$ cat config.mk
export PLATFORM = sky130hd
export DESIGN_NAME = mdr_handshake
export DESIGN_NICKNAME = d
export VERILOG_FILES = /design/src/rtl/mdr_handshake.sv
export SDC_FILE = /design/constraint.sdc
export NUM_CORES = 1
export LEC_CHECK = 0
export BUFFER_PORTS_ARGS = -buffer_cell sky130_fd_sc_hd__clkbuf_2
export CAP_MARGIN = 20
export CORE_ASPECT_RATIO = 1.75
export CORE_MARGIN = 2
export CORE_UTILIZATION = 48
export CTS_CLUSTER_SIZE = 20
export DETAILED_ROUTE_END_ITERATION = 8
export GPL_TIMING_DRIVEN = 0
export PLACE_DENSITY = 0.86
export SYNTH_ARGS = -nofsm -noshare
export SYNTH_HDL_FRONTEND = slang
export SYNTH_SLANG_ARGS = --single-unit
$ cat constraint.sdc
create_clock -name clk -period 3.9 [get_ports clk]
set_input_delay 0.39 -clock clk [delete_from_list [all_inputs] [get_ports clk]]
set_output_delay 0.39 -clock clk [all_outputs]
set_load 0.005 [all_outputs]
$ cat src/rtl/mdr_handshake.sv
// mdr_handshake: memory data register with req/ack handshake, sized reads and byte enables (optional timeout via MDR_TIMEOUT_EN)
module mdr_handshake #(
  parameter int DATA_WIDTH     = 32,
  parameter int TIMEOUT_CYCLES = 16
) (
  input  logic                    clk,
  input  logic                    clear,
  input  logic [DATA_WIDTH-1:0]   bus_mux_out,
  input  logic                    MDRin,
  input  logic                    select,
  input  logic                    rd_req,
  input  logic                    wr_req,
  input  logic [1:0]              size,
  input  logic                    sign,
  input  logic [DATA_WIDTH-1:0]   mem_rdata,
  input  logic                    mem_ack,
  output logic                    mem_rd,
  output logic                    mem_wr,
  output logic [DATA_WIDTH-1:0]   mem_wdata,
  output logic [DATA_WIDTH/8-1:0] mem_be,
  output logic [DATA_WIDTH-1:0]   mdr_out,
  output logic                    busy,
  output logic                    done,
  output logic                    err
);
  localparam int BW = DATA_WIDTH / 8;
  typedef enum logic [1:0] {IDLE, RD_WAIT, WR_WAIT} state_t;
  state_t state, next;
  logic [1:0] size_q;
  logic sign_q, accept, finish, tmo, ext;
  logic [DATA_WIDTH-1:0] mask, rd_val;
  if (DATA_WIDTH < 16 || DATA_WIDTH % 8 != 0 || TIMEOUT_CYCLES < 1) begin : g_bad_param
    $error("mdr_handshake: illegal parameters");
  end
  assign mem_wdata = mdr_out;
  // state register; clear drops any transfer (and its strobe) at once
  always_ff @(posedge clk or posedge clear)
    if (clear) state <= IDLE;
    else       state <= next;
  // next state, strobes and sized/extended read data
  always_comb begin
    accept = (state == IDLE) && (rd_req || wr_req);
    finish = (state != IDLE) && (mem_ack || tmo);
    next   = state == IDLE ? (rd_req ? RD_WAIT : wr_req ? WR_WAIT : IDLE) : finish ? IDLE : state;
    mem_rd = state == RD_WAIT;
    mem_wr = state == WR_WAIT;
    busy   = state != IDLE;
    mask   = size_q[1] ? {DATA_WIDTH{1'b1}} : size_q[0] ? DATA_WIDTH'('hFFFF) : DATA_WIDTH'('hFF);
    ext    = sign_q & (size_q[0] ? mem_rdata[15] : mem_rdata[7]);
    rd_val = (mem_rdata & mask) | ({DATA_WIDTH{ext}} & ~mask);
  end
  // register contents, captured request attributes and completion pulse
  always_ff @(posedge clk or posedge clear)
    if (clear) begin
      mdr_out <= '0;
      mem_be  <= '0;
      size_q  <= 2'b00;
      sign_q  <= 1'b0;
      done    <= 1'b0;
    end else begin
      done <= finish;
      if (accept) begin
        size_q <= size;
        sign_q <= sign;
        mem_be <= size[1] ? {BW{1'b1}} : BW'(size[0] ? 3 : 1);
      end
      if (state == RD_WAIT && mem_ack) mdr_out <= rd_val;
      else if (state == IDLE && !rd_req && !wr_req && MDRin) mdr_out <= select ? mem_rdata : bus_mux_out;
    end
`ifdef MDR_TIMEOUT_EN
  localparam int CW = $clog2(TIMEOUT_CYCLES + 1);
  logic [CW-1:0] cnt;
  assign tmo = cnt == CW'(TIMEOUT_CYCLES - 1);
  // wait-state counter and sticky abort flag; an ack on the limit cycle wins
  always_ff @(posedge clk or posedge clear)
    if (clear) begin
      cnt <= '0;
      err <= 1'b0;
    end else if (accept) begin
      cnt <= '0;
      err <= 1'b0;
    end else if (busy && !mem_ack) begin
      cnt <= cnt + 1'b1;
      if (tmo) err <= 1'b1;
    end
`else
  assign tmo = 1'b0;
  assign err = 1'b0;
`endif
endmodule
### Word level (Yosys, flattened, before mapping)

Cells that the tools add are included.

* eq/ne operators: 2
* muxes and demuxes: 12
* bitwise logic cells: 5
* reduce and logical (&&, ||, !) cells: 13

Operators by type and width (number)
* 2-to-1 mux 32 bit: 4
* AND 32 bit: 2
* inverter 32 bit: 1
* bitwise OR 32 bit: 1
* 2-to-1 mux 16 bit: 1
* 2-to-1 mux 2 bit: 5
* logical AND 1 bit: 6
* nonzero test 2 bit: 3
* 2-to-1 mux 4 bit: 1
* equality test 2 x 1 -> 1 bit (second input constant): 1
* equality test 2 bit (second input constant): 1
* zero test 1 bit: 2
* zero test 2 bit: 1
* AND 1 bit: 1
* logical OR 1 bit: 1
* 2-to-1 mux 1 bit: 1

* register bits: 42
* input bits: 74
* output and inout port bits: 73
* word-level logic and storage cells: 38

### Depth between registers and ports, before layout

* depth in word-level cells: 6
* depth in mapped cells: 6
* mapped depth without buffers: 4

### Least setup slack after synthesis

OpenSTA, ideal clock, no wires.

* path kind: input-to-reg
* start point: input select
* end point: register mdr_out[10]
* data arrival time: 1.302 ns
* setup slack: 2.475 ns
* stages: 5
* buffers on the path: 2
* path through: buf_4 buf_2 mux2_2 a21oi_1 o21ai_1

* word-level cells in the longest chain between the ends: 3

Ends and longest elaborated chain
* start: declaration: RTL line 10 `input logic select,`
* 2-to-1 mux 32 bit (2 in series): RTL line 68 `else if (state == IDLE && !rd_req && !wr_req && MDRin) mdr_out <= select ? mem_rdata : bus_mux_out;`
* 2-to-1 mux 32 bit: RTL line 67 `if (state == RD_WAIT && mem_ack) mdr_out <= rd_val;`
* end signal: assignment: RTL line 67
* end signal: assignment: RTL line 68
* end: declaration: RTL line 21 `output logic [DATA_WIDTH-1:0] mdr_out,`

No other way between the ends. The select of a mux whose other input is x is not followed.
A chain may end at the register's enable or synchronous reset.

==> results.txt <==
via count -> 2541
Sum Neg Setup Slack -> 0 ps
Worst Tran Pin Value -> 857.5 ps
GRT met3 Usage -> 0.02911
largest net degree at the start of global routing -> 41
Die X -> 60.05 um
# setup viols final -> 0
clock root buffer -> clkbuf_8
via/cell ratio -> 5.228
setup repair bufs after CTS -> 0
CP endpoint kind -> flip-flop
num ports -> 147
CTS tree -> built
R2R Path Start -> mem_be[2]$_DFFE_PP0P_
fmax -> 0.5891 GHz
first-pass GRT wire length -> 11120 um
RSZ-0062 raised after global routing -> false
cells taking the most area after synthesis -> dfrtp_1 (38%), buf_4 (11%), mux2i_1 (9.1%), a221oi_2 (6.8%), a21oi_1 (6.3%)
CTS Buf Count -> 5
Post-synth top cells -> dfrtp_1 (40), buf_4 (37), a21oi_1 (33)
Pleak -> 1.977 nW
Post-DP HPWL -> 5621 um
antenna violations before repair -> 0
top-count cell post-synth -> dfrtp_1
vias in the first global route -> 2417
drc violations -> 0
Clock Path Buffers -> 2
crit path time final -> 1698 ps
FF+latch count, synth -> 40
period utilization -> 0.4353
clk_lat worst skew -> 290 ps
final WL -> 7177 um
multi-input logic area -> 1232 sq um
register cell area after layout -> 1001 sq um
GRT Total Usage -> 0.2341
wire per inst -> 14.77 um
grt total ovfl -> 0
area grow syn2layout -> 34.90%
GP Congestion -> 0.7593
yosys warns -> 0
Pwr Total -> 2.240 mW
Max Slew Vio Count -> 0
status -> completed
normalized max-slew margin -> 0.4275
DRT antenna net count -> 0
CP arrival -> 1870 ps
MaxCap Viol Count -> 0
Fin Hold WS -> 263.4 ps
crit path launch type -> flip-flop
Filler cells -> 465
die area -> 6130 sq um
First DRT Iteration DRCs -> 57
power density over the cells -> 629.2 nW/um^2
Synth cell types -> 32
M2 GR Usage -> 0.4507
Place WS -> 2155 ps
Worst Skew -> 9.541 ps
share of flip-flops with an asynchronous set or reset -> 1.000
DP Area -> 3452 sq um
final instance area -> 3560 sq um
Post-Syn Area -> 2639 sq um
Cells after Synth -> 260
Avg Inst Size Synth -> 10.15 sq um
Initial DRT Pass Iterations -> 4
total number of H-tree levels -> 2
Critical Path Source -> mem_be[2]$_DFFE_PP0P_
Core Footprint -> 5299 sq um
grt peak-use layer -> met2
clk sinks -> 40
row count -> 35
cell taking the most area after synthesis -> dfrtp_1
share of cells above drive strength 1 -> 0.5607
n_diodes -> 0
Max Fanout on Critical Path -> 9
HP Class -> input port to async pin
Top FF cell, synth -> dfrtp_1
post-CTS sizing -> 0
EDFF count, synth -> 0
Final Hold Viols -> 0
critical path type -> flip-flop to flip-flop
Yosys top cell area share -> 0.3793
Seq/Total Area, Yosys -> 0.3793
Initial Util -> 0.4980
Post-CTS Hold Buffers -> 0
peak supply drop -> 0.3101 mV
die height -> 102.1 um
I/O Buffers -> 144
layout net count -> 485
global routing met1 resource utilization -> 0.2464
syn_nets -> 334
clock slew at reported path FFs -> 80 ps
Setup WS post-layout -> 2202 ps
worst path required time -> 4080 ps
[cell usage in the layout, fill, tap and decap left out, types with 2 or more instances in the layout]
master,instances
nand2_1,16
a21o_1,16
nor2_1,3
a21oi_1,33
dfrtp_1,40
mux2_2,8
clkbuf_2,144
inv_1,4
o21ai_0,8
a221oi_2,12
buf_4,37
a221oi_1,4
buf_6,3
clkbuf_8,5
o21ai_1,16
mux2i_1,24
mux2_1,3
a21oi_4,2
and2_1,2
clkbuf_1,4
buf_2,12
[state kept, by name, indices dropped and copies added (netlist names)]
register / count
mdr_out: 32
mem_be: 3
state: 2
done: 1
sign_q: 1
size_q: 1
[per-layer routing]
layer  share of wire  vias up  wire (um)
met2            0.58      105       4130
met5               0        -          0
li1                -     1201          -
met4           0.014        0         99
met1            0.35     1227       2546
met3           0.056        8        401
[logic make-up after synthesis]
group	after synthesis	synth area share
buf+inv	61	0.1536
compound gates	94	0.2594
mux	36	0.1437
simple gates	28	0.06259
flops	40	0.3793
other cells	1	0.001421
[cell type report]
class                      instances  share of cell area
buffer                            56              0.1086
clock buffer                       6             0.02039
clock inverter                     2            0.009842
inverter                           5            0.005272
multi-input combinational        159              0.3462
sequential                        40              0.2812
tap                               74             0.02601
timing repair buffer             144              0.2025
[through the flow]
step,util,cells
after detailed placement,0.6515,478
after CTS,0.6718,486
after global routing,0.6718,486
after global placement,0.6515,478
final,0.6718,486
after floorplan,-,260
[final timing paths]
kind / endpoint / slack, ps / cells past startpoint
max: mdr_out[8]$_DFFE_PP0P_ / 2200 / 6
min: mdr_out[18]$_DFFE_PP0P_ / 260 / 2
max reg2reg: mdr_out[8]$_DFFE_PP0P_ / 2200 / 6
min reg2reg: mem_be[0]$_DFFE_PP0P_ / 480 / 1
max in group asynchronous: mdr_out[10]$_DFFE_PP0P_ / 3100 / 2
min in group clk: sign_q$_DFFE_PP0P_ / 320 / 2
[power breakdown]
part	leakage (nW)	internal (mW)	switching, mW
Clock	0.0552	0.190	0.144
Combinational	1.43	0.651	0.498
Sequential	0.488	0.597	0.160
[critical path, stage by stage, from the launching register on]
cell       delay, ps
dfrtp_1          380
clkbuf_1         350
nand4bb_1        190
buf_1            300
a21oi_1          110
a21oi_1          170
o21ai_1           80
(Power assumes the default switching activity.)
